===== src/rtl/ahb_pkg.sv =====
// Shared AHB-Lite encodings, RV32I load/store funct3 codes and the LSU state type.
package ahb_pkg;

  localparam logic [1:0] HTRANS_IDLE   = 2'b00;
  localparam logic [1:0] HTRANS_NONSEQ = 2'b10;

  localparam logic [2:0] HSIZE_BYTE    = 3'b000;
  localparam logic [2:0] HSIZE_HALF    = 3'b001;
  localparam logic [2:0] HSIZE_WORD    = 3'b010;
  localparam logic [2:0] HBURST_SINGLE = 3'b000;

  localparam logic [2:0] F3_B  = 3'b000;
  localparam logic [2:0] F3_H  = 3'b001;
  localparam logic [2:0] F3_W  = 3'b010;
  localparam logic [2:0] F3_BU = 3'b100;
  localparam logic [2:0] F3_HU = 3'b101;

  typedef enum logic [1:0] {IDLE, ADDR, DATA, RESP} lsu_state_t;

  // Transfer size is carried in the low two funct3 bits for both loads and stores.
  function automatic logic [2:0] hsize_of(input logic [2:0] funct3);
    return {1'b0, funct3[1:0]};
  endfunction

endpackage


===== src/rtl/lsu_lane_align.sv =====
// Combinational byte-lane handling: request legality, store-data replication,
// and load-lane extraction with sign/zero extension.
module lsu_lane_align
  import ahb_pkg::*;
(
  input  logic        req_we,
  input  logic [2:0]  req_funct3,
  input  logic [1:0]  req_addr_lo,
  input  logic [31:0] req_wdata,
  output logic        illegal,
  output logic [31:0] st_data,
  input  logic [2:0]  ld_funct3,
  input  logic [1:0]  ld_addr_lo,
  input  logic [31:0] rdata,
  output logic [31:0] ld_data
);

  logic [7:0]  ld_byte;
  logic [15:0] ld_half;

  always_comb begin
    illegal = 1'b0;
    if (req_we) begin
      if (req_funct3 > F3_W) illegal = 1'b1;
    end else if (req_funct3 == 3'b011 || req_funct3 == 3'b110 || req_funct3 == 3'b111) begin
      illegal = 1'b1;
    end
    if (req_funct3[1:0] == 2'b01 && req_addr_lo[0]) illegal = 1'b1;
    if (req_funct3[1:0] == 2'b10 && req_addr_lo != 2'b00) illegal = 1'b1;
  end

  always_comb begin
    case (req_funct3[1:0])
      2'b00:   st_data = {4{req_wdata[7:0]}};
      2'b01:   st_data = {2{req_wdata[15:0]}};
      default: st_data = req_wdata;
    endcase
  end

  always_comb begin
    case (ld_addr_lo)
      2'b00:   ld_byte = rdata[7:0];
      2'b01:   ld_byte = rdata[15:8];
      2'b10:   ld_byte = rdata[23:16];
      default: ld_byte = rdata[31:24];
    endcase
    ld_half = ld_addr_lo[1] ? rdata[31:16] : rdata[15:0];
    case (ld_funct3[1:0])
      2'b00:   ld_data = ld_funct3[2] ? {24'h0, ld_byte} : {{24{ld_byte[7]}}, ld_byte};
      2'b01:   ld_data = ld_funct3[2] ? {16'h0, ld_half} : {{16{ld_half[15]}}, ld_half};
      default: ld_data = rdata;
    endcase
  end

endmodule


===== src/rtl/lsu_ahb_master.sv =====
// Load/store unit: one request -> one single AHB-Lite transfer, load writeback to x1..x31.
//   state | meaning
//   IDLE  | ready for a request; illegal requests skip the bus
//   ADDR  | NONSEQ address phase, held until HREADY
//   DATA  | data phase: waits, two-cycle ERROR, or completion
//   RESP  | one-cycle retire: done/err/misaligned and reg_write pulse
module lsu_ahb_master
  import ahb_pkg::*;
#(
  parameter int ADDR_W = 32,
  parameter int DATA_W = 32
) (
  input  logic              clk,
  input  logic              reset,
  input  logic              req_valid,
  output logic              req_ready,
  input  logic              req_we,
  input  logic [2:0]        req_funct3,
  input  logic [ADDR_W-1:0] req_addr,
  input  logic [DATA_W-1:0] req_wdata,
  input  logic [4:0]        req_rd,
  output logic [ADDR_W-1:0] HADDR,
  output logic [1:0]        HTRANS,
  output logic              HWRITE,
  output logic [2:0]        HSIZE,
  output logic [2:0]        HBURST,
  output logic [DATA_W-1:0] HWDATA,
  input  logic [DATA_W-1:0] HRDATA,
  input  logic              HREADY,
  input  logic              HRESP,
  output logic              done,
  output logic              err,
  output logic              misaligned,
  output logic              reg_write,
  output logic [4:0]        rd_sel,
  output logic [DATA_W-1:0] wb_data
);

  lsu_state_t        state;
  logic              we_q;
  logic [2:0]        f3_q;
  logic [1:0]        addr_lo_q;
  logic [4:0]        rd_q;
  logic [DATA_W-1:0] st_data_q;
  logic              err_pend;

  logic              illegal;
  logic [DATA_W-1:0] st_data;
  logic [DATA_W-1:0] ld_data;

  lsu_lane_align u_align (
    .req_we      (req_we),
    .req_funct3  (req_funct3),
    .req_addr_lo (req_addr[1:0]),
    .req_wdata   (req_wdata),
    .illegal     (illegal),
    .st_data     (st_data),
    .ld_funct3   (f3_q),
    .ld_addr_lo  (addr_lo_q),
    .rdata       (HRDATA),
    .ld_data     (ld_data)
  );

  assign req_ready = (state == IDLE);
  assign HBURST    = HBURST_SINGLE;

  always_ff @(posedge clk or posedge reset) begin
    if (reset) begin
      state      <= IDLE;
      we_q       <= 1'b0;
      f3_q       <= 3'b000;
      addr_lo_q  <= 2'b00;
      rd_q       <= 5'd0;
      st_data_q  <= '0;
      err_pend   <= 1'b0;
      HADDR      <= '0;
      HTRANS     <= HTRANS_IDLE;
      HWRITE     <= 1'b0;
      HSIZE      <= HSIZE_BYTE;
      HWDATA     <= '0;
      done       <= 1'b0;
      err        <= 1'b0;
      misaligned <= 1'b0;
      reg_write  <= 1'b0;
      rd_sel     <= 5'd0;
      wb_data    <= '0;
    end else begin
      case (state)
        IDLE: begin
          done       <= 1'b0;
          err        <= 1'b0;
          misaligned <= 1'b0;
          reg_write  <= 1'b0;
          if (req_valid) begin
            we_q      <= req_we;
            f3_q      <= req_funct3;
            addr_lo_q <= req_addr[1:0];
            rd_q      <= req_rd;
            st_data_q <= st_data;
            err_pend  <= 1'b0;
            if (illegal) begin
              // Rejected without touching the bus; retires on the next cycle.
              state      <= RESP;
              done       <= 1'b1;
              err        <= 1'b1;
              misaligned <= 1'b1;
            end else begin
              state  <= ADDR;
              HTRANS <= HTRANS_NONSEQ;
              HADDR  <= req_addr;
              HWRITE <= req_we;
              HSIZE  <= hsize_of(req_funct3);
            end
          end
        end
        ADDR: begin
          if (HREADY) begin
            state  <= DATA;
            HTRANS <= HTRANS_IDLE;
            if (we_q) HWDATA <= st_data_q;
          end
        end
        DATA: begin
          if (HREADY) begin
            state    <= RESP;
            done     <= 1'b1;
            HWDATA   <= '0;
            err_pend <= 1'b0;
            if (HRESP || err_pend) begin
              err <= 1'b1;
            end else if (!we_q && rd_q != 5'd0) begin
              reg_write <= 1'b1;
              rd_sel    <= rd_q;
              wb_data   <= ld_data;
            end
          end else if (HRESP) begin
            err_pend <= 1'b1;
          end
        end
        RESP: begin
          state      <= IDLE;
          done       <= 1'b0;
          err        <= 1'b0;
          misaligned <= 1'b0;
          reg_write  <= 1'b0;
        end
        default: state <= IDLE;
      endcase
    end
  end

endmodule


===== config.mk =====
export PLATFORM = sky130hd
export DESIGN_NAME = lsu_ahb_master
export DESIGN_NICKNAME = d
export VERILOG_FILES = /design/src/rtl/ahb_pkg.sv /design/src/rtl/lsu_lane_align.sv /design/src/rtl/lsu_ahb_master.sv
export SDC_FILE = /design/constraint.sdc
export NUM_CORES = 1
export LEC_CHECK = 0
export ABC_CLOCK_PERIOD_IN_PS = 7800
export BUFFER_PORTS_ARGS = -buffer_cell sky130_fd_sc_hd__buf_4
export CORE_MARGIN = 5
export CORE_UTILIZATION = 56
export DETAILED_ROUTE_END_ITERATION = 8
export PLACE_DENSITY = 0.88
export SETUP_SLACK_MARGIN = 0.15
export SYNTH_ARGS = -nofsm -noshare
export SYNTH_HDL_FRONTEND = slang
export SYNTH_SLANG_ARGS = --single-unit

===== constraint.sdc =====
create_clock -name clk -period 7.8 [get_ports clk]
set_input_delay 1.56 -clock clk [delete_from_list [all_inputs] [get_ports clk]]
set_output_delay 1.56 -clock clk [all_outputs]
set_load 0.02 [all_outputs]

# Word level (Yosys, flattened, before mapping)
# Index checks and enable logic that the tools add are counted.
[totals]
register_bits = 156
[classes]
magnitude_cmp = 1
eq_ne = 20
muxes = 40
bitwise_logic = 2
n_reduce_logical = 30
[op_table]
columns = ["cell", "count"]
rows = [
  ["$pmux 32 s2", 3],
  ["$mux 32", 5],
  ["$pmux 8 s3", 1],
  ["$mux 1", 16],
  ["$mux 16", 1],
  ["$ne 2x2->1 const B", 8],
  ["$reduce_and 4->1", 4],
  ["$mux 2", 7],
  ["$reduce_and 3->1", 4],
  ["$reduce_bool 2->1", 6],
  ["$eq 2x1->1 const B", 4],
  ["$eq 2x2->1 const B", 4],
  ["$logic_not 2->1", 4],
  ["$pmux 2 s4", 1],
  ["$eq 3x3->1 const B", 2],
  ["$pmux 1 s2", 3],
  ["$pmux 1 s3", 2],
  ["$reduce_bool 5->1", 1],
  ["$pmux 2 s2", 1],
  ["$reduce_and 2->1", 2],
  ["$eq 3x2->1 const B", 1],
  ["$gt 3x2->1 const B", 1],
  ["$logic_and 1x1->1", 3],
  ["$logic_or 1x1->1", 3],
  ["5 further kinds", 6],
]

# Depth between registers and ports, before layout
# Gate-level depths: netlist of run 1.
[depth]
ltp_word = 10
mapped_depth = 8

# Modules after synthesis
# From an unflattened synthesis of run 1, not the netlist that was laid out.
[hier_totals]
cells_unflattened = 584
area_unflattened_um2 = 7374.6
[modules_own_cells]
columns = ["mod", "n_inst", "cells_each", "area_each_um2"]
rows = [
  ["lsu_ahb_master", 1, 406, 6234.7],
  ["lsu_lane_align", 1, 178, 1139.8],
]

# Least setup slack after synthesis of run 1
# Ideal clock, no wire load.
[synth_path]
path_type = "in2reg"
start = "input port req_funct3[0]"
end = "register HADDR[0]"
arrival_time_ns = 2.867
required_time_ns = 7.675
slack_ns = 4.808
cell_stages = 5
path_cell_list = "clkbuf_1 > o41ai_2 > nand3_4 > buf_6 > mux2_4"
[synth_via]
elab_chain_len = 9
elab_cells_between_ends = 17
[synth_rtl]
columns = ["item", "line", "text"]
rows = [
  ["start, declared", "lsu_ahb_master.sv:18", "input logic [2:0] req_funct3,"],
  ["parallel branches: the longest is 6 deep, another holds $gt 3x2->1", "--", ""],
  ["$mux 1 (*)", "lsu_lane_align.sv:29", "if (req_funct3[1:0] == 2'b10 && req_addr_lo != 2'b00) illegal = 1'b1;"],
  ["$not 1->1 (no source line) (*)", "--", ""],
  ["$reduce_and 3->1 (no source line) (*)", "--", ""],
  ["end signal, assigned", "lsu_ahb_master.sv:110", "HADDR <= req_addr;"],
  ["end, declared", "lsu_ahb_master.sv:22", "output logic [ADDR_W-1:0] HADDR,"],
]
# Every way passes the cells marked *.
# A chain may end at the register's enable or synchronous reset.

# Worst setup path in the final report of run 1
[layout_path]
start = "input port HRESP"
end = "register wb_data[28]"
[layout_via]
elab_chain_len = 3
[layout_rtl]
columns = ["item", "line", "text"]
rows = [
  ["start, declared", "lsu_ahb_master.sv:30", "input logic HRESP,"],
  ["$logic_or 1x1->1", "lsu_ahb_master.sv:129", "if (HRESP || err_pend) begin"],
  ["$not 1->1 (no source line)", "--", ""],
  ["$reduce_and 4->1 (no source line)", "--", ""],
  ["end signal, assigned", "lsu_ahb_master.sv:134", "wb_data <= ld_data;"],
  ["end, declared", "lsu_ahb_master.sv:36", "output logic [DATA_W-1:0] wb_data"],
]
# Every way passes these cells.

==> results.sh, run 1 <==
export IMPL_outcome="completed"
export IMPL_area_growth_pct=31.1
export IMPL_fillerInstances=896
export IMPL_whs_path_depth=2
export IMPL_reg2reg_to="wb_data[28]"
export IMPL_final_setup_tns_ns=0
export IMPL_ys_types=43
export IMPL_clock_sinks=155
export IMPL_antennaDiodeCount=0
export IMPL_yosys_area_top_type="dfrtp_1"
export IMPL_ys_warn_count=0
export IMPL_power_density_nw_per_um2=415
export IMPL_hold_start="st_data_q[25]"
export IMPL_critPathSlowestCell="nor3_2"
export IMPL_period_needed_ns=3.65
export IMPL_fmax_mhz=274
export IMPL_drc=0
export IMPL_port_buffers=219
export IMPL_die_area_um2=15300
export IMPL_synthCells=668
export IMPL_finClkSkew_ns=0.00508
export IMPL_ys_seq_elements=155
export IMPL_crit_start="HRESP"
export IMPL_arrival_ns=3.89
export IMPL_timing_hold_ws_ns=0.479
export IMPL_drtIter0Drc=391
export IMPL_viasPerCell=5.56
export IMPL_synth_edf_count=0
export IMPL_final_antenna_net_count=0
export IMPL_startpoint_type="input port"
export IMPL_cts_resized=0
export IMPL_dp_hpwl_um=13500
export IMPL_layout_drive_gt1_share_pct=38.3
export IMPL_yosys_top_cells_area="dfrtp_1 (54%), mux2_2 (6.7%), mux2_4 (6.2%), o21ai_0 (5.7%), nand2_1 (4.7%)"
export IMPL_die_h_um=124
export IMPL_slowest_delay_ns=0.99
export IMPL_core_area_um2=12700
export IMPL_async_flop_share_pct=100
export IMPL_grt_pass1_vias=5919
export IMPL_slew_headroom_pct=22.8
export IMPL_r2r_cells=7
export IMPL_synth_cell_area_um2=7240
export IMPL_yosysSeqAreaShare_pct=53.5
export IMPL_end_kind="flop"
export IMPL_ir_worst_vdd_mv=0.297
export IMPL_antenna_found_initial=0
export IMPL_root_buffer="clkbuf_16"
export IMPL_critPathMaxFanout=45
export IMPL_grt_overflow_total=0
export IMPL_period_share_pct=46.8
export IMPL_drt_first_pass_iters=5
export IMPL_grt_pass1_wl_um=30000
export IMPL_multi_input_area_um2=3110
export IMPL_maxSlewViolCount=0
export IMPL_routed_wl_um=19200
export IMPL_die_w_um=124
export IMPL_clock_latency_ns=0.41
export IMPL_ios=225
export IMPL_area_sequential_um2=3880
export IMPL_core_rowCount=41
export IMPL_cp_required_ns=8.05
export IMPL_htreeDepth=4
export IMPL_grt_use_total_pct=25.3
export IMPL_cts_tree="yes"
export IMPL_worst_setup_path_type="input port to flop"
export IMPL_fin_nets=979
export IMPL_place_ws_ns=3.76
export IMPL_post_cts_buffers=0
export IMPL_synth_top_area_share_pct=53.5
export IMPL_yosys_most_used_dff="dfrtp_1"
export IMPL_cp_cell_sequence="buf_4, nor3b_2, o2111ai_4, nor3_2, o21ai_0"
export IMPL_timing_final_ws_setup_ns=4.15
export IMPL_start_util_pct=57.2
export IMPL_hold_class="flop to flop"
export IMPL_r2r_start="state[0]"
export IMPL_drv_cap=0
export IMPL_hold_viol=0
export IMPL_grt_max_degree=93
export IMPL_clockBufferDepth=2
export IMPL_vias=5835
export IMPL_whs_endpoint="st_data_q[25]"
export IMPL_setup_viol=0
export IMPL_hold_buffers=0
export IMPL_critPathTopFamily="simple AND/OR/NAND/NOR gates"
export IMPL_avgSynthCellArea_um2=10.8
export IMPL_cts_made_buffers=17
export IMPL_routedWlPerCell_um=18.3
export IMPL_worst_pin_slew_ns=1.16
export IMPL_critPathBufInv=1
export IMPL_p_leak_nw=4.60
export IMPL_gp_congestion=0.874
export IMPL_clk_pin_slew_ns=0.06
export IMPL_reg2reg_setup_slack_ns=4.34
export IMPL_rsz0062_at_grt="no"
==> area by class of cell <==
class	count	share of cell area (%)
multi-input combinational	458	32.8
inverter	9	0.408
sequential	155	40.8
timing repair buffer	224	17.7
clock inverter	8	0.975
tap	172	2.27
clock buffer	23	5.03
==> stage by stage <==
step	instances	utilization, %	power [mW]	area, um^2
2_1_floorplan	672	-	2.48	7260
3_3_place_gp	1018	70.5	3.08	8930
3_5_place_dp	1018	70.5	3.15	8930
4_1_cts	1049	75.0	3.96	9500
5_1_grt	1049	75.0	4.19	9500
6_report	1049	75.0	3.94	9500
==> where the power goes <==
part           leakage (nW)  internal (mW)  total [mW]  switching (mW)
Sequential             1.90           1.17        1.42           0.258
Clock                 0.283          0.492       0.802           0.310
Combinational          2.42          0.796        1.72           0.922
Total                  4.60           2.45        3.94            1.49
==> worst max-delay path by stage <==
stage | to | slack [ns] | cells after the start
finish | wb_data[28] | 4.15 | 5
global route | wb_data[29] | 3.99 | 5
CTS | wb_data[28] | 4.23 | 5
detailed placement | wb_data[28] | 3.76 | 5
global placement | wb_data[28] | 3.87 | 5
floorplan | HADDR[0] | 2.06 | 1
==> cell usage in the layout (no fill, tap or decap), types with 26 or more instances in the layout <==
master and n:
mux2i_1 26, mux2_4 30, buf_4 224, mux2_2 43, dfrtp_1 155, nor2_1 28
nand2_1 89, a21oi_1 35, o21ai_0 82, nand2b_1 35
==> synth_stat cells (all sizes together) (2+ instances only) <==
library cell,count
dfrtp,155
o21ai,96
nand2,91
mux2,73
a21oi,35
nand2b,35
clkbuf,32
nor2,29
mux2i,26
buf,18
o211ai,17
inv,9
o22ai,7
a211oi,6
o31ai,6
ha,4
nand3,4
nor2b,4
nor3,3
a22oi,2
nor3b,2
==> cell families (layout without fill, tap and decap cells) <==
| logic type | count (synthesis) | count (layout) | synth area share (%) |
|---|---|---|---|
| adders and majority gates | 4 | 4 | 0.691 |
| buffers and inverters | 59 | 264 | 3.78 |
| muxes | 99 | 99 | 16.5 |
| other | 1 | 5 | 0.0518 |
| AOI/OAI and AO/OA | 180 | 180 | 14.5 |
| and+or+nand+nor | 170 | 170 | 10.9 |
| DFF | 155 | 155 | 53.5 |
==> worst register-to-register path, stage by stage, from the launching register on <==
cell	delay, ns
dfrtp_1	0.41
inv_1	0.12
ha_1	0.15
buf_4	0.31
nor3b_2	0.42
o2111ai_4	0.63
nor3_2	1.02
o21ai_0	0.24
==> metal layers <==
| layer | GRT usage (%) | wire length (um) |
|---|---|---|
| met1 | 33.8 | 7980 |
| met2 | 40.3 | 9360 |
| met3 | 5.59 | 1370 |
| met4 | 10.4 | 452 |
| met5 | 0 | 0 |
==> flip-flops by register name, summed over array words and instances, names as in the netlist <==
| register | count |
|---|---|
| wb_data | 32 |
| f3_q | 3 |
| err_pend | 1 |
| we_q | 1 |
| addr_lo_q | 2 |
| rd_q | 5 |
| HTRANS | 1 |
| misaligned | 1 |
| done | 1 |
| reg_write | 1 |
| HSIZE | 2 |
| state | 2 |
| HWRITE | 1 |
| rd_sel | 5 |
| st_data_q | 32 |
| HWDATA | 32 |
| err | 1 |
| HADDR | 32 |
Power figures use the tool's default switching activity.
==> inputs of run 2 (changes only) <==
--- a/config.mk
+++ b/config.mk
@@ -5,12 +5,12 @@
 export SDC_FILE = /design/constraint.sdc
 export NUM_CORES = 1
 export LEC_CHECK = 0
-export ABC_CLOCK_PERIOD_IN_PS = 7800
+export ABC_CLOCK_PERIOD_IN_PS = 3200
 export BUFFER_PORTS_ARGS = -buffer_cell sky130_fd_sc_hd__buf_4
 export CORE_MARGIN = 5
-export CORE_UTILIZATION = 56
+export CORE_UTILIZATION = 47
 export DETAILED_ROUTE_END_ITERATION = 8
-export PLACE_DENSITY = 0.88
+export PLACE_DENSITY = 0.79
 export SETUP_SLACK_MARGIN = 0.15
 export SYNTH_ARGS = -nofsm -noshare
 export SYNTH_HDL_FRONTEND = slang
==> constraint.sdc (replaced) <==
create_clock -name clk -period 3.2 [get_ports clk]
set_input_delay 0.64 -clock clk [delete_from_list [all_inputs] [get_ports clk]]
set_output_delay 0.64 -clock clk [all_outputs]
set_load 0.02 [all_outputs]
==> run 2 against run 1 <==
Against the previous run:
- clock skew grew 0.0048 ns
- via count down 2.3%
- combinational power increased by 150%
- clock-buffer cell count decreased by 6
- die area increased by 18%
- first-iteration DRC count fell by 13%
- power rose by 150%
- routed wire length rose by 0.92%
- sequential power up 140%
- sequential share of layout area down 0.54 points
- critical endpoint unchanged
- largest cell class unchanged
- highest routed layer unchanged
==> results.sh, run 2 (synthesis gave the netlist of run 1 again) <==
export IMPL_final_antenna_net_count=0
export IMPL_viasPerCell=5.31
export IMPL_drv_cap=0
export IMPL_gp_congestion=0.892
export IMPL_drc=0
export IMPL_core_rowCount=45
export IMPL_arrival_ns=2.63
export IMPL_p_leak_nw=4.65
export IMPL_timing_hold_ws_ns=0.434
export IMPL_grt_use_total_pct=21.5
export IMPL_timing_final_ws_setup_ns=0.919
export IMPL_drtIter0Drc=342
export IMPL_root_buffer="clkbuf_16"
export IMPL_htreeDepth=4
export IMPL_drt_first_pass_iters=4
export IMPL_p_clk_share_pct=21.2
export IMPL_layout_drive_gt1_share_pct=39.2
export IMPL_critPathBufInv=1
export IMPL_clock_latency_ns=0.43
export IMPL_dp_hpwl_um=13500
export IMPL_slew_headroom_pct=42.5
export IMPL_utilization_pct=63.6
export IMPL_met1_usage_pct=29.6
export IMPL_critPathMaxFanout=24
export IMPL_clockBufferDepth=2
export IMPL_place_ws_ns=0.729
export IMPL_clock_sinks=155
export IMPL_area_growth_pct=32.9
export IMPL_grt_pass1_wl_um=30400
export IMPL_grt_max_degree=156
export IMPL_period_needed_ns=2.28
export IMPL_hold_viol=0
export IMPL_slowest_delay_ns=0.58
export IMPL_cp_required_ns=3.54
export IMPL_p_comb_share_pct=43.4
export IMPL_critPathSlowestCell="or4_4"
export IMPL_end_kind="flop"
export IMPL_post_cts_buffers=0
export IMPL_ir_worst_vdd_mv=0.676
export IMPL_antenna_found_initial=0
export IMPL_die_h_um=134
export IMPL_ios=225
export IMPL_met3_usage_pct=6.41
export IMPL_outcome="completed"
export IMPL_routedWlPerCell_um=18.0
export IMPL_grt_pass1_vias=5617
export IMPL_start_util_pct=47.8
export IMPL_fin_nets=986
export IMPL_clk_pin_slew_ns=0.07
export IMPL_maxSlewViolCount=0
export IMPL_grt_use_met2_pct=32.5
export IMPL_hold_buffers=0
export IMPL_worst_setup_path_type="flop to flop"
export IMPL_setup_viol=0
export IMPL_layout_commonest_cell="buf_4"
export IMPL_cp_cell_sequence="or4_4, o2111ai_4, buf_4, a21oi_1, o21ai_0"
export IMPL_die_w_um=134
export IMPL_hold_class="input port to flop"
export IMPL_cts_tree="yes"
export IMPL_rsz0062_at_grt="no"
export IMPL_power_density_nw_per_um2=1010
export IMPL_power_mw=9.75
export IMPL_internal_power_mw=5.99
export IMPL_die_area_um2=18000
export IMPL_swShare_pct=38.6
export IMPL_final_cell_mix="buf_4 (229), dfrtp_1 (155), nand2_1 (89)"
export IMPL_vias=5701
export IMPL_cts_made_buffers=17
export IMPL_critPathTopFamily="compound AO/OA/AOI/OAI gates"
export IMPL_routed_wl_um=19300
export IMPL_port_buffers=219
export IMPL_grt_overflow_total=0
export IMPL_core_area_um2=15100
export IMPL_finClkSkew_ns=0.00992
export IMPL_busiest_layer="met2"
export IMPL_cts_resized=0
export IMPL_fmax_mhz=438
export IMPL_final_setup_tns_ns=0
export IMPL_antennaDiodeCount=0
export IMPL_p_seq_share_pct=35.4
export IMPL_startpoint_type="flop"
export IMPL_reg2reg_setup_slack_ns=0.92
export IMPL_period_share_pct=71.3
export IMPL_power_switching_mw=3.76
export IMPL_worst_pin_slew_ns=0.862
[run 2: cell count changes in the layout (fill, tap and decap cells not counted), sizes merged]
cell      delta
inv          +7
clkbuf       -6
buf          +7
clkinvlp     +2
clkinv       -2
[run 2: path summary, 6_finish.rpt]
kind                       cells after the start        start          end
max                                            5      rd_q[0]  wb_data[28]
min                                            2  req_addr[5]     HADDR[5]
max reg2reg                                    5      rd_q[0]  wb_data[28]
min reg2reg                                    2   wb_data[6]   wb_data[6]
max in group asynchronous                      3        reset     HADDR[6]
min in group asynchronous                      3        reset   wb_data[8]
[run 2: area by class of cell]
class / instances / area [um^2]
Multi-Input combinational cell: 458 / 3110
Tap cell: 188 / 235
Clock buffer: 17 / 425
Clock inverter: 15 / 176
Fill cell: 1235 / 5520
Sequential cell: 155 / 3880
Inverter: 9 / 37.5
Timing Repair Buffer: 231 / 1760
[run 2: per-stage QoR]
| step | cells | instance area, um^2 |
|---|---|---|
| global placement | 1041 | 9020 |
| detailed placement | 1041 | 9020 |
| global route | 1073 | 9630 |
| finish | 1073 | 9630 |
| floorplan | 672 | 7260 |
| CTS | 1073 | 9630 |
[run 2: power groups by stage]
stage	combinational [mW]	clock (mW)	sequential (mW)
2_1_floorplan	2.02	0	4.04
6_report	4.23	2.07	3.45
4_1_cts	4.27	2.11	3.45
3_5_place_dp	4.24	0	3.47
3_3_place_gp	4.16	0	3.44
5_1_grt	4.58	2.20	3.56
[run 2: per-layer routing]
| layer | wire length, um | vias to the layer above |
|---|---|---|
| li1 | - | 2733 |
| met1 | 8680 | 2738 |
| met2 | 8880 | 202 |
| met3 | 1400 | 28 |
| met4 | 371 | 0 |
| met5 | 0 | - |
